[config.mk]
export PLATFORM = sky130hd
export DESIGN_NAME = calc_ndigit
export DESIGN_NICKNAME = d
export VERILOG_FILES = /design/src/rtl/calc_pkg.sv /design/src/rtl/calc_bcd_print.sv /design/src/rtl/calc_ndigit.sv
export SDC_FILE = /design/constraint.sdc
export NUM_CORES = 1
export LEC_CHECK = 0
export ABC_AREA = 1
export CAP_MARGIN = 0
export CORE_MARGIN = 10
export CORE_UTILIZATION = 45
export CTS_BUF_LIST = sky130_fd_sc_hd__clkbuf_8
export DETAILED_ROUTE_END_ITERATION = 16
export PLACE_DENSITY = 0.72
export RECOVER_POWER = 100
export SYNTH_ARGS = -nofsm -noshare
export SYNTH_HDL_FRONTEND = slang
export SYNTH_SLANG_ARGS = --single-unit
export TNS_END_PERCENT = 1
[constraint.sdc]
create_clock -name clock -period 11.69 [get_ports clock]
set_input_delay 2.338 -clock clock [delete_from_list [all_inputs] [get_ports clock]]
set_output_delay 2.338 -clock clock [all_outputs]
set_load 0.05 [all_outputs]
[src/rtl/calc_pkg.sv]
// ============================================================================
// calc_pkg : shared state, command and status encodings for the calculator
// Revision : 1.0
// ============================================================================
`default_nettype none

package calc_pkg;

    typedef enum logic [2:0] {
        S_WAIT_A = 3'd0,
        S_WAIT_B = 3'd1,
        S_CALC   = 3'd2,
        S_PRINT  = 3'd3,
        S_ERROR  = 3'd4
    } state_t;

    localparam logic [3:0] CMD_ADD  = 4'd10;
    localparam logic [3:0] CMD_SUB  = 4'd11;
    localparam logic [3:0] CMD_MUL  = 4'd12;
    localparam logic [3:0] CMD_DIV  = 4'd13;
    localparam logic [3:0] CMD_EQ   = 4'd14;
    localparam logic [3:0] CMD_BKSP = 4'd15;

    localparam logic [1:0] STAT_ERROR = 2'b00;
    localparam logic [1:0] STAT_BUSY  = 2'b01;
    localparam logic [1:0] STAT_READY = 2'b10;
    localparam logic [1:0] STAT_PRINT = 2'b11;

    function automatic logic [63:0] pow10(input int n);
        logic [63:0] p;
        p = 64'd1;
        for (int i = 0; i < n; i++) p = p * 64'd10;
        return p;
    endfunction

endpackage

`default_nettype wire

[src/rtl/calc_bcd_print.sv]
// ============================================================================
// calc_bcd_print : emits NDIG decimal digits of a binary value, LSD first
// Revision       : 1.0
// ============================================================================
`default_nettype none

module calc_bcd_print #(
    parameter int NDIG = 8,
    parameter int VW   = 27
) (
    input  logic                    clock,
    input  logic                    reset_n,
    input  logic                    start,
    input  logic [VW-1:0]           value,
    output logic [3:0]              data,
    output logic [$clog2(NDIG)-1:0] pos,
    output logic                    data_valid,
    output logic                    done
);

    localparam int             PW       = $clog2(NDIG);
    localparam logic [PW-1:0]  LAST_POS = PW'(NDIG - 1);
    localparam logic [VW-1:0]  TEN      = VW'(10);

    logic [VW-1:0] val;
    logic [PW-1:0] cnt;
    logic          active;

    // The remaining value is divided by ten each cycle; its remainder is the digit on show.
    always_ff @(posedge clock or negedge reset_n) begin
        if (!reset_n) begin
            val    <= '0;
            cnt    <= '0;
            active <= 1'b0;
        end else if (start) begin
            val    <= value;
            cnt    <= '0;
            active <= 1'b1;
        end else if (active) begin
            val <= val / TEN;
            if (cnt == LAST_POS) begin
                active <= 1'b0;
                cnt    <= '0;
            end else begin
                cnt <= cnt + PW'(1);
            end
        end
    end

    assign data       = active ? 4'(val % TEN) : 4'd0;
    assign pos        = cnt;
    assign data_valid = active;
    assign done       = active && (cnt == LAST_POS);

endmodule

`default_nettype wire

[src/rtl/calc_ndigit.sv]
// ============================================================================
// calc_ndigit : NDIG-digit decimal calculator with keypad commands and a
//               digit-serial result print
// Revision    : 1.0
// ============================================================================
`default_nettype none

module calc_ndigit
    import calc_pkg::*;
#(
    parameter int NDIG = 8,
    parameter int VW   = 27
) (
    input  logic                    clock,
    input  logic                    reset_n,
    input  logic [3:0]              cmd,
    input  logic                    cmd_valid,
    output logic                    cmd_ready,
    output logic [1:0]              status,
    output logic [3:0]              data,
    output logic [$clog2(NDIG)-1:0] pos,
    output logic                    data_valid,
    output logic [2:0]              state
);

    localparam int               CW        = $clog2(VW);
    localparam logic [VW-1:0]    FULL_DIG  = VW'(pow10(NDIG - 1));
    localparam logic [2*VW-1:0]  LIMIT     = (2*VW)'(pow10(NDIG));
    localparam logic [CW-1:0]    LAST_STEP = CW'(VW - 1);
    localparam logic [VW-1:0]    TEN       = VW'(10);

    state_t          cur_state, next_state, ret_state, ret_next;
    logic [VW-1:0]   acc, acc_next, reg_a, reg_a_next, reg_b, reg_b_next;
    logic [3:0]      op, op_next;
    logic            alive, accept, calc_init, prt_start, prt_done;
    logic            calc_done, calc_err;
    logic [CW-1:0]   step;
    logic [2*VW-1:0] prod, prod_step, mcand, result;
    logic [VW-1:0]   mplier, quo, quo_step, rem, rem_step;
    logic [VW:0]     rem_shift;

    // alive holds cmd_ready low until the first edge after reset release.
    assign cmd_ready = alive && ((cur_state == S_WAIT_A) || (cur_state == S_WAIT_B));
    assign accept    = cmd_valid && cmd_ready;
    assign state     = cur_state;

    always_comb begin
        status = STAT_READY;
        case (cur_state)
            S_CALC:  status = STAT_BUSY;
            S_PRINT: status = STAT_PRINT;
            S_ERROR: status = STAT_ERROR;
            default: status = STAT_READY;
        endcase
    end

    // One shift-add step and one restoring-division step per CALC cycle.
    always_comb begin
        prod_step = prod + (mplier[0] ? mcand : '0);
        rem_shift = {rem, quo[VW-1]};
        if (rem_shift >= {1'b0, reg_b}) begin
            rem_step = VW'(rem_shift - {1'b0, reg_b});
            quo_step = {quo[VW-2:0], 1'b1};
        end else begin
            rem_step = rem_shift[VW-1:0];
            quo_step = {quo[VW-2:0], 1'b0};
        end

        result    = '0;
        calc_done = 1'b0;
        calc_err  = 1'b0;
        case (op)
            CMD_ADD: begin
                result    = {{VW{1'b0}}, reg_a} + {{VW{1'b0}}, reg_b};
                calc_done = 1'b1;
            end
            CMD_SUB: begin
                result    = {{VW{1'b0}}, reg_a - reg_b};
                calc_err  = (reg_b > reg_a);
                calc_done = 1'b1;
            end
            CMD_MUL: begin
                result    = prod_step;
                calc_done = (step == LAST_STEP);
            end
            default: begin
                result    = {{VW{1'b0}}, quo_step};
                calc_err  = (reg_b == '0);
                calc_done = calc_err || (step == LAST_STEP);
            end
        endcase
        if (result >= LIMIT) calc_err = 1'b1;
    end

    always_comb begin
        next_state = cur_state;
        ret_next   = ret_state;
        acc_next   = acc;
        reg_a_next = reg_a;
        reg_b_next = reg_b;
        op_next    = op;
        calc_init  = 1'b0;
        prt_start  = 1'b0;
        case (cur_state)
            S_WAIT_A, S_WAIT_B: begin
                if (accept) begin
                    if (cmd <= 4'd9) begin
                        if (acc < FULL_DIG) acc_next = acc * TEN + {{(VW-4){1'b0}}, cmd};
                        prt_start = 1'b1;
                        ret_next  = cur_state;
                    end else if (cmd == CMD_BKSP) begin
                        acc_next  = acc / TEN;
                        prt_start = 1'b1;
                        ret_next  = cur_state;
                    end else if (cmd == CMD_EQ) begin
                        if (cur_state == S_WAIT_B) begin
                            reg_b_next = acc;
                            calc_init  = 1'b1;
                            next_state = S_CALC;
                        end
                    end else begin
                        op_next   = cmd;
                        prt_start = 1'b1;
                        ret_next  = S_WAIT_B;
                        if (cur_state == S_WAIT_A) begin
                            reg_a_next = acc;
                            acc_next   = '0;
                        end
                    end
                    if (prt_start) next_state = S_PRINT;
                end
            end
            S_CALC: begin
                if (calc_done) begin
                    if (calc_err) begin
                        next_state = S_ERROR;
                    end else begin
                        acc_next   = result[VW-1:0];
                        reg_a_next = result[VW-1:0];
                        ret_next   = S_WAIT_A;
                        prt_start  = 1'b1;
                        next_state = S_PRINT;
                    end
                end
            end
            S_PRINT: begin
                if (prt_done) next_state = ret_state;
            end
            S_ERROR: next_state = S_ERROR;
            default: next_state = S_WAIT_A;
        endcase
    end

    always_ff @(posedge clock or negedge reset_n) begin
        if (!reset_n) begin
            cur_state <= S_WAIT_A;
            ret_state <= S_WAIT_A;
            acc       <= '0;
            reg_a     <= '0;
            reg_b     <= '0;
            op        <= '0;
            alive     <= 1'b0;
        end else begin
            cur_state <= next_state;
            ret_state <= ret_next;
            acc       <= acc_next;
            reg_a     <= reg_a_next;
            reg_b     <= reg_b_next;
            op        <= op_next;
            alive     <= 1'b1;
        end
    end

    always_ff @(posedge clock or negedge reset_n) begin
        if (!reset_n) begin
            step   <= '0;
            prod   <= '0;
            mcand  <= '0;
            mplier <= '0;
            quo    <= '0;
            rem    <= '0;
        end else if (calc_init) begin
            step   <= '0;
            prod   <= '0;
            mcand  <= {{VW{1'b0}}, reg_a};
            mplier <= acc;
            quo    <= reg_a;
            rem    <= '0;
        end else if (cur_state == S_CALC) begin
            step   <= step + CW'(1);
            prod   <= prod_step;
            mcand  <= {mcand[2*VW-2:0], 1'b0};
            mplier <= {1'b0, mplier[VW-1:1]};
            quo    <= quo_step;
            rem    <= rem_step;
        end
    end

    calc_bcd_print #(
        .NDIG (NDIG),
        .VW   (VW)
    ) u_print (
        .clock      (clock),
        .reset_n    (reset_n),
        .start      (prt_start),
        .value      (acc_next),
        .data       (data),
        .pos        (pos),
        .data_valid (data_valid),
        .done       (prt_done)
    );

endmodule

`default_nettype wire
## After elaboration in Yosys (flattened, before gate mapping)

Index checks and enable logic that the tools add are counted.

- Add/sub/neg operators: 7
- $mul: 1
- Divide/modulo/power cells: 3
- Magnitude comparators: 5
- Equality and inequality tests: 24
- Mux-type cells: 78
- Bitwise gates (word level): 3
- Reduce and logical (&&, ||, !) cells: 18

Operators with widths:

| cell | count |
|---|---|
| 2-to-1 mux 27 bit | 24 |
| 2-to-1 mux 54 bit | 5 |
| case mux 54 bit (3 select lines) | 1 |
| case mux 27 bit (2 select lines) | 2 |
| adder 54 bit | 1 |
| divider 27 x 4 -> 27 bit, second input constant | 2 |
| greater-or-equal comparator 54 x 27 -> 1 bit, second input constant | 1 |
| 2-to-1 mux 3 bit | 18 |
| subtractor 27 bit | 2 |
| adder 27 x 27 -> 28 bit | 1 |
| greater-or-equal comparator 28 x 27 -> 1 bit | 1 |
| adder 27 x 4 -> 27 bit | 1 |
| greater-than comparator 27 bit | 1 |
| zero test 27 bit | 1 |
| < comparator 27 x 24 -> 1 bit, second input constant | 1 |
| remainder unit 27 x 4 -> 27 bit, second input constant | 1 |
| multiplier 27 x 3 -> 26 bit, second input constant | 1 |
| == test 4 bit, second input constant | 5 |
| 2-to-1 mux 1 bit | 19 |
| inequality test 2 bit, second input constant | 8 |
| inequality test 3 x 2 -> 1 bit, second input constant | 4 |
| case mux 3 bit (4 select lines) | 1 |
| 2-to-1 mux 5 bit | 2 |
| AND reduction 5 bit | 2 |
| other kinds (21) | 34 |

- Bits in registers: 317
- Bits of input ports: 7
- Output and inout port bits: 14
- Logic and storage cells: 155

## Depth between registers and ports, before layout

- Word-level depth: 9
- Depth in mapped cells: 119
- Gate-level depth less buffers: 119

## Cells and area by module

Synthesis repeated with hierarchy kept, for this count alone.

- Cell total of the unflattened synthesis: 3763
- Area, all modules: 26623.0 um^2

Modules (own cells, without submodules):

| module | instances | cells an instance | area an instance (um^2) |
|---|---|---|---|
| calc_ndigit | 1 | 3187 | 22972.0 |
| calc_bcd_print | 1 | 576 | 3651.0 |

## Worst setup path before layout

Ideal clock, no wire load.

- Path kind: register -> output
- Start: register u_print.val[24]
- End: output port data[1]
- Data arrival time: 8.466 ns
- Data required time: 9.352 ns
- Slack: 0.886 ns
- Cell stages (with the launch flop): 108
- Buffers on the path: 0
- Cells stage by stage: dfrtp_1 nor3_1 inv_1 nand3_1 nand2_2 nand2_2 nand2_4 nand2_2 nand2_1 nand2_1 inv_2 nand2_4 nand2_4 nand2_1 nand2_1 inv_2 nand2_2 nand2_1 (+72 left out) nand2_1 inv_2 nand2_2 nand2_2 nand2_1 nand2_2 inv_2 nand2_2 nand2_2 nand2_1 and2_1 ha_1 inv_1 nand3_2 nand3_2 nand2_1 nand2_1 nor2_1

- Word-level cells in the longest chain between the ends: 2

Ends and longest elaborated chain:

| item | RTL line | source |
|---|---|---|
| from (decl) | calc_bcd_print.sv:25 | `logic [VW-1:0] val;` |
| from (signal assigned) | calc_bcd_print.sv:36 | `val <= value;` |
| from (signal assigned) | calc_bcd_print.sv:40 | `val <= val / TEN;` |
| remainder unit 27 x 4 -> 27 bit | calc_bcd_print.sv:50 | `assign data = active ? 4'(val % TEN) : 4'd0;` |
| 2-to-1 mux 4 bit | calc_bcd_print.sv:50 |  |
| to (decl) | calc_ndigit.sv:20 | `output logic [3:0] data,` |

Every way passes these cells.

## Final worst setup path

Ends and elaborated chain as after synthesis.

==> impl_metrics.yaml <==
status:
  status: "finished, violations left"
  violations: "max-capacitance violations, max-slew violations, negative setup slack"
cells_and_area:
  fin_util_pct: 50.90
  drive_gt1_share_pct: 15.12
  fill_cells: 5776
  syn_to_final_growth_pct: 11.81
  nets: 4017
synth:
  synth_sequential_area_ratio_pct: 29.53
  synth_cells: 3790
  synth-async-reset-ratio_pct: 100.0
  ys_ff_latch: 317
  synth_warnings: 0
  synth.distinct_cells: 71
  syn_area_um2: 26870
  synth_edf_count: 0
  syn_nets: 3990
  yosys_most_used_dff: "dfrtp_1"
  synth_area_per_cell_um2: 7.089
sta:
  tns_ns: -2.006
  fin_crit_sh_pct: 105.9
  clock_skew_ns: 0.04980
  grt_setup_unrepaired: "true"
  setup_viol: 3
  hold_viol_final: 0
  worst_pin_slew_ns: 6.785
  fin_ws_ns: -0.6876
  drv_slew: 661
  finalCriticalPeriod_ns: 12.38
  hold_ws_ns: 0.4708
  fmax_ghz: 0.08079
  maxSlewHeadroom_pct: -352.4
die:
  die_w_um: 264.3
  io_pins: 21
  dieArea_um2: 69880
  coreArea_um2: 59020
  die_h_um: 264.3
  start_util_pct: 45.52
  rows: 89
setup_path:
  worstSetupStartpointType: "register"
  cpMostUsedCell: "nand2_2"
  arrival_ns: 10.04
  slowest_stage: "dfrtp_2"
  cp_max_fo: 5
  crit_type: "register to primary output"
  max_stage_delay_ns: 0.43
  critPathLaunch: "u_print.val[24]$_DFFE_PN0P_"
  r2r_start: "mplier[0]$_DFFE_PN0P_"
  crit_required_ns: 9.35
  crit_path_end_kind: "primary output"
grt:
  grt_start_max_net_pins: 125
  grt_pass1_wl_um: 125600
  grt_util_all_layers_pct: 21.28
  antenna_found_initial: 1
  overflow: 0
  grt_pass1_vias: 24440
route:
  vias: 25923
  drtIter0Drc: 1926
  post-route-drc-count: 0
  avgViaCountPerCell: 5.592
  wl_um: 78030
  first_pass_iters: 6
  wl_per_cell_um: 16.83
  ant_nets: 0
clock_network:
  cts_buffer_depth: 3
  cts-root-buf: "clkbuf_8"
  cts_buffers: 60
  path_clk_slew_ns: 0.06
  clock_sinks: 317
  hold_buffers: 0
  clkLatencyLatePin_ns: 0.73
  cts_tree: "built"
  htreeDepth: 2
placed_design:
  gp_congestion: 0.9500
  dp_hpwl_um: 54910
  dp_worst_setup_slack_ns: -0.008430
  portBuffers: 20
worst_hold_path:
  hp-start: "ret_state[1]$_DFFE_PN0P_"
  hold_class: "register to register"
run:
  maxCapViolCount: 10
[logic make-up after synthesis]
| group | share of synthesized area (%) |
|---|---|
| AO/OA/AOI/OAI | 20.64 |
| XOR/XNOR | 3.865 |
| adder cells (fa/ha/maj) | 9.156 |
| buffers and inverters | 10.42 |
| flip-flops | 29.53 |
| other | 0.01396 |
| AND/OR/NAND/NOR | 26.38 |
[final cells by class]
type	instances	area, um2	share of cell area [%]
diodes	1	2.502	0.008331
clock buffers	72	991.0	3.299
clock inverters	35	282.8	0.9414
inverters	590	2252	7.498
multi-input cells	2759	16880	56.21
flip-flops and latches	317	7936	26.42
well taps	773	967.2	3.220
repair buffers	89	723.2	2.408
[through the flow]
step / instances / cell area, um2
finish: 4636 / 30040
global route: 4636 / 30040
CTS: 4618 / 29510
detailed placement: 4485 / 27740
global placement: 4485 / 27740
floorplan: 3790 / 26870
[metal layers]
layer  up-vias  global-route usage [%]  part of all wire [%]
met5         -                       0                     0
li1      12759                       -                     -
met2       753                   34.90                    46
met3       142                   2.963                   5.9
met4         0                   6.224                   2.5
met1     12269                   28.70                    46
[worst paths after layout]
kind | to | slack, ns | depth (start not counted)
worst max-delay path | data[1] | -0.69 | 111
worst min-delay path | ret_state[1]$_DFFE_PN0P_ | 0.47 | 2
worst max register to register | u_print.val[1]$_DFFE_PN0P_ | 0.11 | 43
worst min register to register | ret_state[1]$_DFFE_PN0P_ | 0.47 | 2
max in group asynchronous | u_print.val[24]$_DFFE_PN0P_ | 2.89 | 2
min in group asynchronous | prod[50]$_DFFE_PN0P_ | 4.14 | 1
[sequential cells by signal, indices dropped and copies added, names as in the netlist]
register,count
mcand,54
u_print.pos,3
rem,27
ret_state,3
state,3
step,5
prod,54
reg_b,27
u_print.val,27
op,4
u_print.data_valid,1
quo,27
reg_a,27
alive,1
mplier,27
acc,27
[placed cells by master, fill, tap and decap left out, types with 43 or more instances in the layout]
cell / n
buf_4: 57
a21oi_1: 244
clkbuf_8: 72
o221ai_1: 81
nor2_1: 164
o22ai_1: 43
dfrtp_1: 314
inv_2: 60
o21ai_0: 314
nand2_2: 156
xor2_1: 69
nand3_2: 46
inv_1: 527
nand2_1: 770
nand2_4: 77
ha_1: 186
nand3_1: 212
xnor2_1: 47
[worst max-delay path, delay by kind of cell (launching register included)]
kind            cells  cell delay, ns
buf+inv            25            1.95
simple gates       83            6.45
compound gates      2            0.31
flops               1            0.43
fa+ha+maj           1            0.16
[cells in the mapped netlist (4+ instances only)]
library cell | instances | share of area, %
nand2_1 | 842 | 12
inv_1 | 525 | 7.3
dfrtp_1 | 317 | 30
o21ai_0 | 314 | 5.8
a21oi_1 | 247 | 4.6
nand3_1 | 236 | 4.4
ha_1 | 187 | 8.7
nor2_1 | 177 | 2.5
nand2_2 | 125 | 2.9
clkbuf_1 | 103 | 1.4
o221ai_1 | 81 | 2.6
xor2_1 | 69 | 2.2
inv_2 | 53 | 0.74
xnor2_1 | 47 | 1.5
o22ai_1 | 43 | 1.0
o211ai_1 | 41 | 1.1
nand2_4 | 37 | 1.6
nand3_2 | 34 | 1.3
nand4_1 | 27 | 0.63
nor3_1 | 27 | 0.50
a22oi_1 | 22 | 0.61
o311ai_0 | 19 | 0.62
o21bai_1 | 17 | 0.48
a31oi_1 | 14 | 0.33
nor4_1 | 14 | 0.33
o21ai_1 | 14 | 0.26
a21o_1 | 12 | 0.34
o21ai_2 | 12 | 0.39
a22o_1 | 10 | 0.33
a32o_1 | 10 | 0.37
buf_1 | 8 | 0.11
nor2_2 | 8 | 0.19
o2111ai_1 | 8 | 0.26
o31ai_1 | 8 | 0.22
a211oi_1 | 6 | 0.17
a221oi_1 | 6 | 0.20
clkinv_1 | 6 | 0.084
fa_1 | 6 | 0.45
a41oi_1 | 5 | 0.16
or2_2 | 5 | 0.12
clkbuf_8 | 4 | 0.20
[repair_timing]
item | 4_1_cts | 5_1_grt
setup buffers | 26 | 17
endpoints found under the setup margin | 3 | 3
gates resized for setup | 89 | 109
pin swaps | 56 | 93
Power is left out: the tool's default activity adds up to more than one toggle a clock period on the data nets, which glitch-free logic cannot reach.
